<file path="src/rtl/fifo_pkg.sv">
// Shared defaults and the per-channel status record for the multi-channel FIFO.
package fifo_pkg;

  localparam int DEF_WIDTH    = 16;
  localparam int DEF_DEPTH    = 8;
  localparam int DEF_CHANNELS = 4;

  typedef struct packed {
    logic pndng;
    logic full;
    logic overflow;
    logic underflow;
  } canal_status_t;

endpackage

</file>
<file path="src/rtl/fifo_canal.sv">
// One first-word-fall-through FIFO channel with sticky overflow/underflow flags.
// Define FIFO_OVERWRITE_EN to make a push while full replace the oldest entry instead of dropping it.
module fifo_canal
  import fifo_pkg::*;
#(
  parameter int WIDTH = DEF_WIDTH,
  parameter int DEPTH = DEF_DEPTH,
  localparam int PW = $clog2(DEPTH),
  localparam int CW = PW + 1
) (
  input  logic             clk,
  input  logic             rst_n,
  input  logic             push_i,
  input  logic             pop_i,
  input  logic             clr_flags_i,
  input  logic [WIDTH-1:0] dato_i,
  output logic [WIDTH-1:0] dato_o,
  output logic [CW-1:0]    count_o,
  output canal_status_t    status_o
);

  logic [WIDTH-1:0] mem_q [DEPTH];
  logic [PW-1:0]    rdPtr_q, rdPtr_d, wrPtr_q, wrPtr_d;
  logic [CW-1:0]    count_q, count_d;
  logic             ovf_q, ovf_d, udf_q, udf_d;
  logic             empty, full, wrEn, rdEn, ovfEvent, udfEvent;

  // A pop on an empty channel is ignored; push+pop while full is a plain pass-through.
  always_comb begin
    empty    = (count_q == '0);
    full     = (count_q == CW'(DEPTH));
    ovfEvent = push_i && full && !pop_i;
    udfEvent = pop_i && empty;
    rdEn     = pop_i && !empty;
`ifdef FIFO_OVERWRITE_EN
    wrEn     = push_i;
`else
    wrEn     = push_i && !ovfEvent;
`endif
    rdPtr_d  = rdPtr_q;
    wrPtr_d  = wrPtr_q;
    count_d  = count_q;
    if (wrEn) wrPtr_d = wrPtr_q + PW'(1);
    if (rdEn || (wrEn && ovfEvent)) rdPtr_d = rdPtr_q + PW'(1);
    if (wrEn && !rdEn && !ovfEvent) count_d = count_q + CW'(1);
    else if (rdEn && !wrEn)         count_d = count_q - CW'(1);
    ovf_d = ovfEvent || (ovf_q && !clr_flags_i);
    udf_d = udfEvent || (udf_q && !clr_flags_i);
  end

  always_ff @(posedge clk or negedge rst_n) begin
    if (!rst_n) begin
      rdPtr_q <= '0;
      wrPtr_q <= '0;
      count_q <= '0;
      ovf_q   <= 1'b0;
      udf_q   <= 1'b0;
    end else begin
      rdPtr_q <= rdPtr_d;
      wrPtr_q <= wrPtr_d;
      count_q <= count_d;
      ovf_q   <= ovf_d;
      udf_q   <= udf_d;
    end
  end

  // Storage holds no control meaning, so it is left out of reset.
  always_ff @(posedge clk) begin
    if (wrEn) mem_q[wrPtr_q] <= dato_i;
  end

  assign dato_o             = empty ? '0 : mem_q[rdPtr_q];
  assign count_o            = count_q;
  assign status_o.pndng     = !empty;
  assign status_o.full      = full;
  assign status_o.overflow  = ovf_q;
  assign status_o.underflow = udf_q;

endmodule

</file>
<file path="src/rtl/fifo_multicanal.sv">
// Bank of CHANNELS independent FIFO channels with packed data/count buses.
// Optional overwrite-on-full behaviour is selected with FIFO_OVERWRITE_EN (see fifo_canal).
module fifo_multicanal
  import fifo_pkg::*;
#(
  parameter int WIDTH    = DEF_WIDTH,
  parameter int DEPTH    = DEF_DEPTH,
  parameter int CHANNELS = DEF_CHANNELS,
  localparam int CW = $clog2(DEPTH) + 1
) (
  input  logic                  clk,
  input  logic                  rst_n,
  input  logic [CHANNELS-1:0]   push_i,
  input  logic [CHANNELS-1:0]   pop_i,
  input  logic [CHANNELS*WIDTH-1:0] dato_i,
  input  logic [CHANNELS-1:0]   clr_flags_i,
  output logic [CHANNELS*WIDTH-1:0] dato_o,
  output logic [CHANNELS-1:0]   pndng_o,
  output logic [CHANNELS-1:0]   full_o,
  output logic [CHANNELS*CW-1:0] count_o,
  output logic [CHANNELS-1:0]   overflow_o,
  output logic [CHANNELS-1:0]   underflow_o
);

  canal_status_t status [CHANNELS];

  for (genvar c = 0; c < CHANNELS; c++) begin : g_canal
    fifo_canal #(
      .WIDTH(WIDTH),
      .DEPTH(DEPTH)
    ) u_canal (
      .clk        (clk),
      .rst_n      (rst_n),
      .push_i     (push_i[c]),
      .pop_i      (pop_i[c]),
      .clr_flags_i(clr_flags_i[c]),
      .dato_i     (dato_i[c*WIDTH +: WIDTH]),
      .dato_o     (dato_o[c*WIDTH +: WIDTH]),
      .count_o    (count_o[c*CW +: CW]),
      .status_o   (status[c])
    );

    assign pndng_o[c]     = status[c].pndng;
    assign full_o[c]      = status[c].full;
    assign overflow_o[c]  = status[c].overflow;
    assign underflow_o[c] = status[c].underflow;
  end

endmodule

</file>
<file path="config.mk">
export PLATFORM = sky130hd
export DESIGN_NAME = fifo_multicanal
export DESIGN_NICKNAME = d
export VERILOG_FILES = /design/src/rtl/fifo_pkg.sv /design/src/rtl/fifo_canal.sv /design/src/rtl/fifo_multicanal.sv
export SDC_FILE = /design/constraint.sdc
export NUM_CORES = 1
export LEC_CHECK = 0
export BUFFER_PORTS_ARGS = -buffer_cell sky130_fd_sc_hd__buf_2
export CORE_ASPECT_RATIO = 0.75
export CORE_UTILIZATION = 35
export CTS_CLUSTER_SIZE = 28
export DETAILED_ROUTE_END_ITERATION = 10
export PLACE_DENSITY = 0.49
export SKIP_CTS_REPAIR_TIMING = 1
export SLEW_MARGIN = 30
export SYNTH_ARGS = -nofsm -noshare
export SYNTH_HDL_FRONTEND = slang
export SYNTH_SLANG_ARGS = --single-unit
</file>
<file path="constraint.sdc">
create_clock -name clk -period 3 [get_ports clk]
set_input_delay 0.6 -clock clk [delete_from_list [all_inputs] [get_ports clk]]
set_output_delay 0.6 -clock clk [all_outputs]
set_load 0.01 [all_outputs]
</file>
# Yosys cells after proc, flatten, opt, wreduce, memory -nomap -nowiden
# Memory sizes are Yosys's and may differ from the RTL's.
# Index checks and enable logic that the tools add are counted.
[totals]
reg_bits = 48
ram_bits = 512
inputBits = 78
out_inout_bits = 96
word_cells = 152
memories = 4
[op_classes]
addsub = 16
eq_ne = 4
n_mux = 20
reduce_logical = 88
[memory_table]
columns = ["memory", "depth", "word_bits", "read_ports", "rd_ports_with_merged_regs", "write_ports", "line", "text"]
rows = [
  ["g_canal[0].u_canal.mem_q", 8, 16, 1, 0, 1, "fifo_canal.sv:22", "logic [WIDTH-1:0] mem_q [DEPTH];"],
  ["g_canal[1].u_canal.mem_q", 8, 16, 1, 0, 1, "fifo_canal.sv:22", ""],
  ["g_canal[2].u_canal.mem_q", 8, 16, 1, 0, 1, "fifo_canal.sv:22", ""],
  ["g_canal[3].u_canal.mem_q", 8, 16, 1, 0, 1, "fifo_canal.sv:22", ""],
]
[op_table]
columns = ["cell", "count"]
rows = [
  ["$mux W16", 4],
  ["$logic_and A1 B1 Y1", 44],
  ["$mux W4", 8],
  ["$add A3 B1 Y3 const B", 8],
  ["$logic_not A1 Y1", 24],
  ["$add A4 B1 Y4 const B", 4],
  ["$eq A4 B4 Y1 const B", 4],
  ["$logic_not A4 Y1", 4],
  ["$sub A4 B1 Y4 const B", 4],
  ["$logic_or A1 B1 Y1", 12],
  ["$mux W1", 8],
  ["$reduce_bool A2 Y1", 4],
]

# Logic depth before layout (Yosys ltp)
# Gate-level depths: netlist of run 1.
[depth]
depth_word = 9
mapped_depth = 9
ltp_nobuf = 8

# Cells and area by module
# From an unflattened synthesis of run 1, not the netlist that was laid out.
[hier_totals]
hier_cells = 1120
hier_area_um2 = 22556.6
[modules_own_cells]
columns = ["module", "instances", "cells_per_inst", "area_per_inst_um2", "seq_area_each_um2"]
rows = [
  ["fifo_canal", 4, 280, 5639.2, 4144.0],
]

# Least setup slack after synthesis of run 1
# No wires, ideal clock.
[synth_path]
kind = "input port to flip-flop"
start = "input push_i[3]"
end = "memory g_canal[3].u_canal.mem_q[1][0] (netlist name), enable pin"
setup_ns = 0.436
t_arrival_ns = 2.589
required_ns = 2.564
setup_slack_ns = -0.025
stages = 3
path_buffers = 1
path_cell_list = "buf_2 > nand2_1 > nor4b_1"
[synth_via]
elab_chain_cells = 6
[synth_rtl]
columns = ["element", "line", "text"]
rows = [
  ["start: declaration", "fifo_multicanal.sv:13", "input logic [CHANNELS-1:0] push_i,"],
  ["$logic_and A1 B1 Y1 (2 in series)", "fifo_canal.sv:32", "ovfEvent = push_i && full && !pop_i;"],
  ["$logic_not A1 Y1", "fifo_canal.sv:38", "wrEn = push_i && !ovfEvent;"],
  ["$logic_and A1 B1 Y1 *", "fifo_canal.sv:38", ""],
  ["$mux W1 *", "fifo_canal.sv:69", "if (wrEn) mem_q[wrPtr_q] <= dato_i;"],
  ["$mux W1 (not written as such) *", "fifo_canal.sv:69", ""],
  ["end: declaration", "fifo_canal.sv:22", ""],
]
# Every way passes the cells marked *; elsewhere a longest branch is shown, timed or not.

# Worst setup path after layout of run 1
[layout_path]
start = "register g_canal[2].u_canal.rdPtr_q[0]"
end = "output dato_o[47]"
[layout_via]
elab_chain_cells = 2
[layout_rtl]
columns = ["element", "line", "text"]
rows = [
  ["start: declaration", "fifo_canal.sv:23", "logic [PW-1:0] rdPtr_q, rdPtr_d, wrPtr_q, wrPtr_d;"],
  ["start signal: assignment", "fifo_canal.sv:59", "rdPtr_q <= rdPtr_d;"],
  ["$mem_v2 Z8 W16", "n/a", ""],
  ["$mux W16", "fifo_canal.sv:72", "assign dato_o = empty ? '0 : mem_q[rdPtr_q];"],
  ["end: declaration", "fifo_multicanal.sv:17", "output logic [CHANNELS*WIDTH-1:0] dato_o,"],
]
# No other way between the ends.

==> impl_metrics.env, run 1 <==
export IMPL_run_status="finished, final reports clean"
export IMPL_synth_area_leader_cell="edfxtp_1"
export IMPL_syn_num_nets=1218
export IMPL_p_per_area_mw_per_mm2=999.1
export IMPL_antenna_found_initial=7
export IMPL_p_leak_nw=9.234
export IMPL_critPathMaxStageDelay_ps=500
export IMPL_synthTopCellsByArea="edfxtp_1, mux4_2, dfrtp_1"
export IMPL_setup_viol=0
export IMPL_seq_area_frac_synth_pct=74.26
export IMPL_synth_edf_count=512
export IMPL_r2r_slack_ps=480
export IMPL_nFillCells=5511
export IMPL_antenna_left=0
export IMPL_final_layout_size_suffix_gt1_share_pct=36.34
export IMPL_grt_pass1_wl_um=71840
export IMPL_final_cell_area_mm2=0.02662
export IMPL_ff_latch_area_mm2=0.01658
export IMPL_multi_input_area_mm2=0.005514
export IMPL_drcViolationCount=0
export IMPL_grt_pass1_vias=11480
export IMPL_cap_violations=0
export IMPL_start_util_pct=35.67
export IMPL_drv_slew=0
export IMPL_peakVddDrop_uv=424.0
export IMPL_fmax_ghz=0.3471
export IMPL_drt_iter0_drc=599
export IMPL_path_clk_slew_ps=60
export IMPL_syn_area_mm2=0.02232
export IMPL_postPlaceCellArea_mm2=0.02459
export IMPL_slowest_stage="mux4_2"
export IMPL_grt_max_degree=35
export IMPL_overflow=0
export IMPL_hpwl_um=28840
export IMPL_synth_most_common_cell="edfxtp_1"
export IMPL_cts_made_buffers=56
export IMPL_die_h_um=220.7
export IMPL_cts_tree="built"
export IMPL_muxShareOfSynthArea_pct=16.49
export IMPL_rows=79
export IMPL_nNetsFinal=1450
export IMPL_io_buffer_count=173
export IMPL_crit_path_start_kind="flop"
export IMPL_synthAdderAreaFrac_pct=1.256
export IMPL_clk_path_buf_depth=3
export IMPL_synth_xor_area_share_pct=1.099
export IMPL_max_slew_margin_rel_pct=44.02
export IMPL_worstSkewPairLatency_ps=600
export IMPL_holdWs_ps=201.5
export IMPL_period_needed_ps=2881
export IMPL_grt_usage_pct=14.84
export IMPL_synth_top_cells_by_count="edfxtp_1, mux4_2, nor2_1, mux2i_1, dfrtp_1"
export IMPL_io_pins=174
export IMPL_ys_types=42
export IMPL_root_buffer="clkbuf_16"
export IMPL_num_vias=10950
export IMPL_crit_path_max_fanout=11
export IMPL_place_congestion=0.7042
export IMPL_cts_sinks=560
export IMPL_yosys_most_used_dff="edfxtp_1"
export IMPL_totalWireLength_um=47690
export IMPL_syn2layout_area_growth_pct=19.28
export IMPL_htree_levels=2
export IMPL_crit_type="reg -> out"
export IMPL_yosys_area_share_simple_pct=3.677
export IMPL_arrival_ps=2280
export IMPL_synth_top_area_share_pct=68.88
export IMPL_crit_top_cell="buf_12"
export IMPL_synth_avg_cell_area_um2=19.93
export IMPL_synthCells=1120
export IMPL_viasPerCell=4.876
export IMPL_final_hold_viol_count=0
export IMPL_yosys_warnings=0
export IMPL_period_share_pct=96.05
export IMPL_worstMarginPinSlew_ps=835.2
export IMPL_hold_class="in -> reg"
export IMPL_fin_skew_ps=16.01
export IMPL_ys_async_sr_fraction_pct=8.571
export IMPL_die_w_um=293.6
export IMPL_setup_worst_path_end_class="output pin"
export IMPL_drtPass1Iterations=4
export IMPL_synth_compound_area_share_pct=1.401
export IMPL_path_cells="buf_12 -> buf_12 -> mux4_2 -> mux2i_1 -> nor2_1 -> buf_2"
export IMPL_synth_ff_latch_count=560
export IMPL_synth_top_family_by_area="multiplexers"
export IMPL_core_area_mm2=0.06257
export IMPL_dieArea_mm2=0.06480
export IMPL_cp_required_ps=2400
export IMPL_wl_per_cell_um=21.23
-- power breakdown --
part	internal [W]	switching (W)
logic	0.00422	0.00473
registers	0.00988	0.000743
clock network	0.00406	0.00298
-- cell usage in the layout, fill, tap and decap left out, drive strengths merged, types with 21 or more instances in the layout --
cell and instances:
nand2 36, buf 239, dfrtp 48, edfxtp 512, inv 21, clkbuf 63, mux2i 65, mux4 128
clkinv 26, nor2 87
-- kinds of logic after synthesis --
kind of cell	count (synthesis)
DFF	560
muxes	206
and+or+nand+nor	176
buffers and inverters	87
AOI/OAI and AO/OA	43
xor gates and xnor gates	28
adders and majority gates	20
-- per-layer routing --
metal  up-vias  part of all wire (%)  global-route usage (%)
met5         -                  0.17                       0
met4        12                   1.6                   3.594
met3        74                   4.7                   3.425
met2       186                    47                   23.70
met1      5729                    46                   20.63
li1       4951                     -                       -
-- worst max-delay path: cells and delay by family (launching register included) --
| kind | cells | cell delay, ps |
|---|---|---|
| multiplexers | 2 | 740 |
| buffers and inverters | 3 | 460 |
| flip-flops | 1 | 390 |
| AND/OR/NAND/NOR | 1 | 80 |
-- state kept, by name, indices dropped and copies added (netlist names) --
register	flops
g_canal.u_canal.ovf_q	4
g_canal.u_canal.count_o	16
g_canal.u_canal.wrPtr_q	12
g_canal.u_canal.rdPtr_q	12
g_canal.u_canal.mem_q	512
g_canal.u_canal.udf_q	4
-- path summary, 6_finish.rpt --
check / startpoint / end / cells past startpoint
min reg2reg: g_canal[2].u_canal.udf_q$_DFF_PN0_ / g_canal[2].u_canal.udf_q$_DFF_PN0_ / 2
max in group asynchronous: rst_n / g_canal[2].u_canal.rdPtr_q[0]$_DFFE_PN0P_ / 3
min in group asynchronous: rst_n / g_canal[1].u_canal.ovf_q$_DFF_PN0_ / 3
max reg2reg: g_canal[0].u_canal.count_o[1]$_DFFE_PN0P_ / g_canal[0].u_canal.count_o[3]$_DFFE_PN0P_ / 8
max: g_canal[2].u_canal.rdPtr_q[0]$_DFFE_PN0P_ / dato_o[47] / 6
min: clr_flags_i[2] / g_canal[2].u_canal.udf_q$_DFF_PN0_ / 2
-- metrics by stage --
| stage | power (W) | setup WS, ps | std cells | TNS, ps | util (%) |
|---|---|---|---|---|---|
| finish | 0.02660 | 118.6 | 2246 | 0 | 42.55 |
| floorplan | 0.01637 | 67.22 | 1120 | 0 | - |
| global route | 0.02814 | -5.672 | 2245 | -5.672 | 42.55 |
| global placement | 0.01965 | 515.0 | 2134 | 0 | 39.30 |
| CTS | 0.02681 | -60.79 | 2235 | -462.6 | 42.23 |
| detailed placement | 0.01970 | 470.8 | 2134 | 0 | 39.30 |
-- final cells by class --
| class | instances | share of cell area, % |
|---|---|---|
| inverter | 19 | 0.2679 |
| sequential | 560 | 62.28 |
| clock buffer | 61 | 5.414 |
| timing repair buffer | 242 | 5.865 |
| tap | 850 | 3.995 |
| antenna | 1 | 0.009399 |
| clock inverter | 40 | 1.462 |
| multi-input combinational | 473 | 20.71 |
Note: power is estimated with default switching activity, not from simulation.
==> run 2: changes to the inputs <==
- RECOVER_POWER: not set -> 50
==> run 2 against run 1 <==
Net effect: the run now ends with capacitance limit, slew limit left; first-iteration DRC count increased by 4.3%; utilization decreased by 0.26 points; design area decreased by 0.61%; wire length increased by 0.29%; die area unchanged; worst setup slack improved by 4.6 ps; sequential power about the same; largest cell class unchanged.
==> impl_metrics.env, run 2 (synthesized netlist as in run 1, its figures left out) <==
export IMPL_setup_worst_path_end_class="output pin"
export IMPL_crit_type="reg -> out"
export IMPL_io_buffer_count=173
export IMPL_fmax_ghz=0.3476
export IMPL_cts_made_buffers=56
export IMPL_peakVddDrop_uv=424.1
export IMPL_grt_pass1_vias=11480
export IMPL_max_slew_margin_rel_pct=-33.80
export IMPL_drtPass1Iterations=4
export IMPL_die_w_um=293.6
export IMPL_worstSkewPairLatency_ps=600
export IMPL_antenna_left=0
export IMPL_layout_cells_non_filler=2245
export IMPL_holdWs_ps=199.9
export IMPL_die_h_um=220.7
export IMPL_setup_viol=0
export IMPL_grt_usage_pct=14.84
export IMPL_use_met2_pct=23.70
export IMPL_layout_commonest_cell="edfxtp_1"
export IMPL_top_usage_layer="met2"
export IMPL_overflow=0
export IMPL_regMostFlops="g_canal.u_canal.mem_q"
export IMPL_core_area_mm2=0.06257
export IMPL_hpwl_um=28840
export IMPL_root_buffer="clkbuf_16"
export IMPL_violations="capacitance limit, slew limit"
export IMPL_num_vias=10940
export IMPL_cap_violations=1
export IMPL_mostFrequentLayoutCells="edfxtp_1, mux4_2, buf_2"
export IMPL_p_leak_nw=8.977
export IMPL_worstMarginPinSlew_ps=2007
export IMPL_htree_levels=2
export IMPL_cts_tree="built"
export IMPL_rows=79
export IMPL_tns_ps=0
export IMPL_slowest_stage="mux4_2"
export IMPL_period_share_pct=95.89
export IMPL_totalWireLength_um=47830
export IMPL_drcViolationCount=0
export IMPL_io_pins=174
export IMPL_clk_path_buf_depth=3
export IMPL_syn2layout_area_growth_pct=18.55
export IMPL_path_clk_slew_ps=60
export IMPL_run_status="finished with violations"
export IMPL_p_per_area_mw_per_mm2=1002
export IMPL_critPathTopFamily="multiplexers"
export IMPL_hold_class="in -> reg"
export IMPL_path_buf_inv=2
export IMPL_path_cells="buf_16 -> mux4_2 -> mux2i_2 -> nor2_1 -> buf_2"
export IMPL_timing_rr_end="g_canal[1].u_canal.mem_q[1][11]$_DFFE_PP_"
export IMPL_postPlaceCellArea_mm2=0.02459
export IMPL_drt_iter0_drc=625
export IMPL_place_congestion=0.7042
export IMPL_final_hold_viol_count=0
export IMPL_wl_per_cell_um=21.31
export IMPL_crit_path_max_fanout=17
export IMPL_viasPerCell=4.874
export IMPL_final_layout_size_suffix_gt1_share_pct=29.61
export IMPL_utilization_pct=42.29
export IMPL_dieArea_mm2=0.06480
export IMPL_grt_pass1_wl_um=71840
export IMPL_nNetsFinal=1450
export IMPL_cts_sinks=560
export IMPL_critPathMaxStageDelay_ps=530
export IMPL_dpl_cell_count=2134
export IMPL_crit_path_start_kind="flop"
export IMPL_largest_reg_flops=512
export IMPL_r2r_cells=4
export IMPL_start_util_pct=35.67
export IMPL_final_cell_area_mm2=0.02646
export IMPL_r2r_start="g_canal[1].u_canal.count_o[1]$_DFFE_PN0P_"
export IMPL_cp_required_ps=2400
export IMPL_arrival_ps=2280
export IMPL_r2r_slack_ps=130
export IMPL_whs_path_depth=2
export IMPL_min_to="g_canal[2].u_canal.udf_q$_DFF_PN0_"
export IMPL_use_met3_pct=3.425
export IMPL_grt_max_degree=35
export IMPL_min_delay_start="clr_flags_i[2]"
export IMPL_period_needed_ps=2877
export IMPL_grt_util_met1_pct=20.63
export IMPL_drv_slew=32
export IMPL_insertedDiodeCount=0
export IMPL_antenna_found_initial=4
export IMPL_fin_skew_ps=17.56
[run 2: how the worst max path moves through the flow]
stage	endpoint	cells after the start	startpoint
after floorplan	g_canal[3].u_canal.mem_q[6][0]$_DFFE_PP_	4	push_i[3]
after global placement	g_canal[3].u_canal.count_o[3]$_DFFE_PN0P_	9	pop_i[3]
after detailed placement	g_canal[0].u_canal.count_o[3]$_DFFE_PN0P_	8	g_canal[0].u_canal.count_o[1]$_DFFE_PN0P_
after CTS	dato_o[45]	5	g_canal[2].u_canal.rdPtr_q[0]$_DFFE_PN0P_
after global routing	dato_o[45]	6	g_canal[2].u_canal.rdPtr_q[0]$_DFFE_PN0P_
final	dato_o[5]	5	g_canal[0].u_canal.rdPtr_q[0]$_DFFE_PN0P_
[run 2: power by group]
| part | internal [W] | switching [W] | total, W |
|---|---|---|---|
| clock network | 0.00406 | 0.00297 | 0.00703 |
| registers | 0.00988 | 0.000731 | 0.0106 |
| logic | 0.00416 | 0.00472 | 0.00888 |
[run 2: per-stage QoR]
step | worst slack (ps) | total power (W)
global route | -5.672 | 0.02806
finish | 123.2 | 0.02652
floorplan | 67.22 | 0.01637
CTS | -60.79 | 0.02681
global placement | 515.0 | 0.01965
detailed placement | 470.8 | 0.01970
[run 2: layer usage]
metal	vias up	wire [µm]
met2	182	22450
met1	5728	22250
met4	8	772
li1	4956	-
met3	69	2305
met5	-	48
[run 2: final cells by class]
cell class	instances	area, µm²
Fill cell	5552	36110
Sequential cell	560	16580
Multi-Input combinational cell	473	5469
Timing Repair Buffer	242	1446
Clock buffer	61	1441
Tap cell	850	1064
Clock inverter	40	389.1
Inverter	19	71.32
==> run 3: changes to the inputs <==
- CORE_ASPECT_RATIO: 0.75 -> 0.9
==> run 3 against run 2 <==
Net effect: the flow now finishes without violations; clock power increased by 6.3%; worst hold slack worse by 13 ps; critical path depth unchanged; combinational power up 1%; utilization is 0.23 points higher; first-iteration DRC count down 6.4%; fmax is 0.11% lower; cell count is 0.45% higher; non-clock buffer count grew 4; global-route usage rose by 0.083 points; total power rose by 2.0%; worst setup slack worse by 3.2 ps; critical endpoint is now dato_o[28].
==> impl_metrics.env, run 3 (synthesized netlist as in run 1, its figures left out) <==
export IMPL_run_status="finished, final reports clean"
export IMPL_tns_ps=0
export IMPL_insertedDiodeCount=0
export IMPL_setup_viol=0
export IMPL_critPathTopFamily="simple AND/OR/NAND/NOR gates"
export IMPL_htree_levels=2
export IMPL_drtPass1Iterations=5
export IMPL_crit_path_start_kind="flop"
export IMPL_slowest_stage="or3_1"
export IMPL_p_per_area_mw_per_mm2=1013
export IMPL_final_hold_viol_count=0
export IMPL_worstMarginPinSlew_ps=1328
export IMPL_io_buffer_count=173
export IMPL_rows=87
export IMPL_die_h_um=241.6
export IMPL_drcViolationCount=0
export IMPL_dieArea_mm2=0.06479
export IMPL_cap_violations=0
export IMPL_period_share_pct=96.00
export IMPL_worstSkewPairLatency_ps=610
export IMPL_p_leak_nw=9.117
export IMPL_clk_path_buf_depth=3
export IMPL_path_clk_slew_ps=60
export IMPL_holdWs_ps=186.5
export IMPL_mostFrequentLayoutCells="edfxtp_1, mux4_2, buf_2"
export IMPL_final_layout_size_suffix_gt1_share_pct=30.78
export IMPL_fmax_ghz=0.3472
export IMPL_peakVddDrop_uv=607.2
export IMPL_max_slew_margin_rel_pct=11.46
export IMPL_setup_worst_path_end_class="output pin"
export IMPL_crit_path_max_fanout=16
export IMPL_fin_skew_ps=8.515
export IMPL_crit_type="reg -> out"
export IMPL_grt_pass1_wl_um=72350
export IMPL_rsz0062_at_grt="false"
export IMPL_start_util_pct=35.54
export IMPL_viasPerCell=4.863
export IMPL_drt_iter0_drc=585
export IMPL_overflow=0
export IMPL_cts_tree="built"
export IMPL_cp_required_ps=2400
export IMPL_nFillCells=5606
export IMPL_core_area_mm2=0.06281
export IMPL_grt_usage_pct=14.92
export IMPL_hpwl_um=28500
export IMPL_antenna_found_initial=4
export IMPL_place_congestion=0.7363
export IMPL_layout_setup_ws_ps=120.0
export IMPL_grt_pass1_vias=11450
export IMPL_r2r_slack_ps=290
export IMPL_regMostFlops="g_canal.u_canal.mem_q"
export IMPL_syn2layout_area_growth_pct=19.66
export IMPL_path_buf_inv=2
export IMPL_period_needed_ps=2880
export IMPL_io_pins=174
export IMPL_die_w_um=268.2
export IMPL_antenna_left=0
export IMPL_cts_sinks=560
export IMPL_dp_slack_ps=421.1
export IMPL_root_buffer="clkbuf_16"
export IMPL_utilization_pct=42.52
export IMPL_cts_made_buffers=60
export IMPL_path_cells="or3_1 -> nor2_1 -> buf_12 -> nor2_1 -> buf_2"
export IMPL_grt_max_degree=35
export IMPL_crit_top_cell="nor2_1"
export IMPL_hold_class="in -> reg"
export IMPL_num_vias=10970
export IMPL_critPathMaxStageDelay_ps=480
export IMPL_wl_per_cell_um=21.28
export IMPL_largest_reg_flops=512
export IMPL_nNetsFinal=1458
export IMPL_arrival_ps=2280
export IMPL_drv_slew=0
export IMPL_layout_commonest_cell="edfxtp_1"
export IMPL_totalWireLength_um=47990
run 3: routing by layer:
| metal | vias to the layer above | GRT usage, % | wire length [µm] |
|---|---|---|---|
| li1 | 4974 | - | - |
| met1 | 5689 | 20.81 | 21520 |
| met2 | 226 | 23.46 | 22850 |
| met3 | 72 | 3.401 | 2647 |
| met4 | 4 | 4.050 | 962 |
| met5 | - | 0 | 23 |
run 3: final timing paths:
check | start | to | cells after the start
setup / recovery | g_canal[1].u_canal.count_o[1]$_DFFE_PN0P_ | dato_o[28] | 5
hold / removal | clr_flags_i[3] | g_canal[3].u_canal.ovf_q$_DFF_PN0_ | 2
setup reg to reg | g_canal[1].u_canal.count_o[1]$_DFFE_PN0P_ | g_canal[1].u_canal.mem_q[3][4]$_DFFE_PP_ | 4
hold reg to reg | g_canal[1].u_canal.udf_q$_DFF_PN0_ | g_canal[1].u_canal.udf_q$_DFF_PN0_ | 2
max in group asynchronous | rst_n | g_canal[0].u_canal.rdPtr_q[0]$_DFFE_PN0P_ | 2
min in group asynchronous | rst_n | g_canal[1].u_canal.rdPtr_q[2]$_DFFE_PN0P_ | 1
run 3: worst reg2reg max path, delay by kind of cell, from the launching register on:
kind | cells | cell delay (ps)
AND/OR/NAND/NOR | 2 | 750
AO/OA/AOI/OAI | 1 | 940
buffers and inverters | 1 | 280
flip-flops | 1 | 450
run 3: power by group:
group          switching, W  total (W)  internal (W)
logic               0.00473    0.00900       0.00426
clock network       0.00303    0.00747       0.00444
registers          0.000700     0.0106       0.00989
total               0.00846     0.0271        0.0186
run 3: layout make-up:
| type | instances | area (µm²) | share of cell area (%) |
|---|---|---|---|
| flip-flops and latches | 560 | 16590 | 62.10 |
| multi-input cells | 473 | 5463 | 20.45 |
| clock buffers | 72 | 1588 | 5.945 |
| repair buffers | 246 | 1533 | 5.739 |
| well taps | 845 | 1057 | 3.958 |
| clock inverters | 40 | 411.6 | 1.541 |
| inverters | 19 | 71.32 | 0.2670 |
run 3: metrics by stage:
| stage | total power [W] | instance area, µm² | instances |
|---|---|---|---|
| final | 0.02706 | 26710 | 2255 |
| after global routing | 0.02858 | 26710 | 2255 |
| after CTS | 0.02729 | 26580 | 2236 |
| after floorplan | 0.01637 | 22350 | 1120 |
| after detailed placement | 0.01972 | 24580 | 2124 |
| after global placement | 0.01964 | 24580 | 2124 |
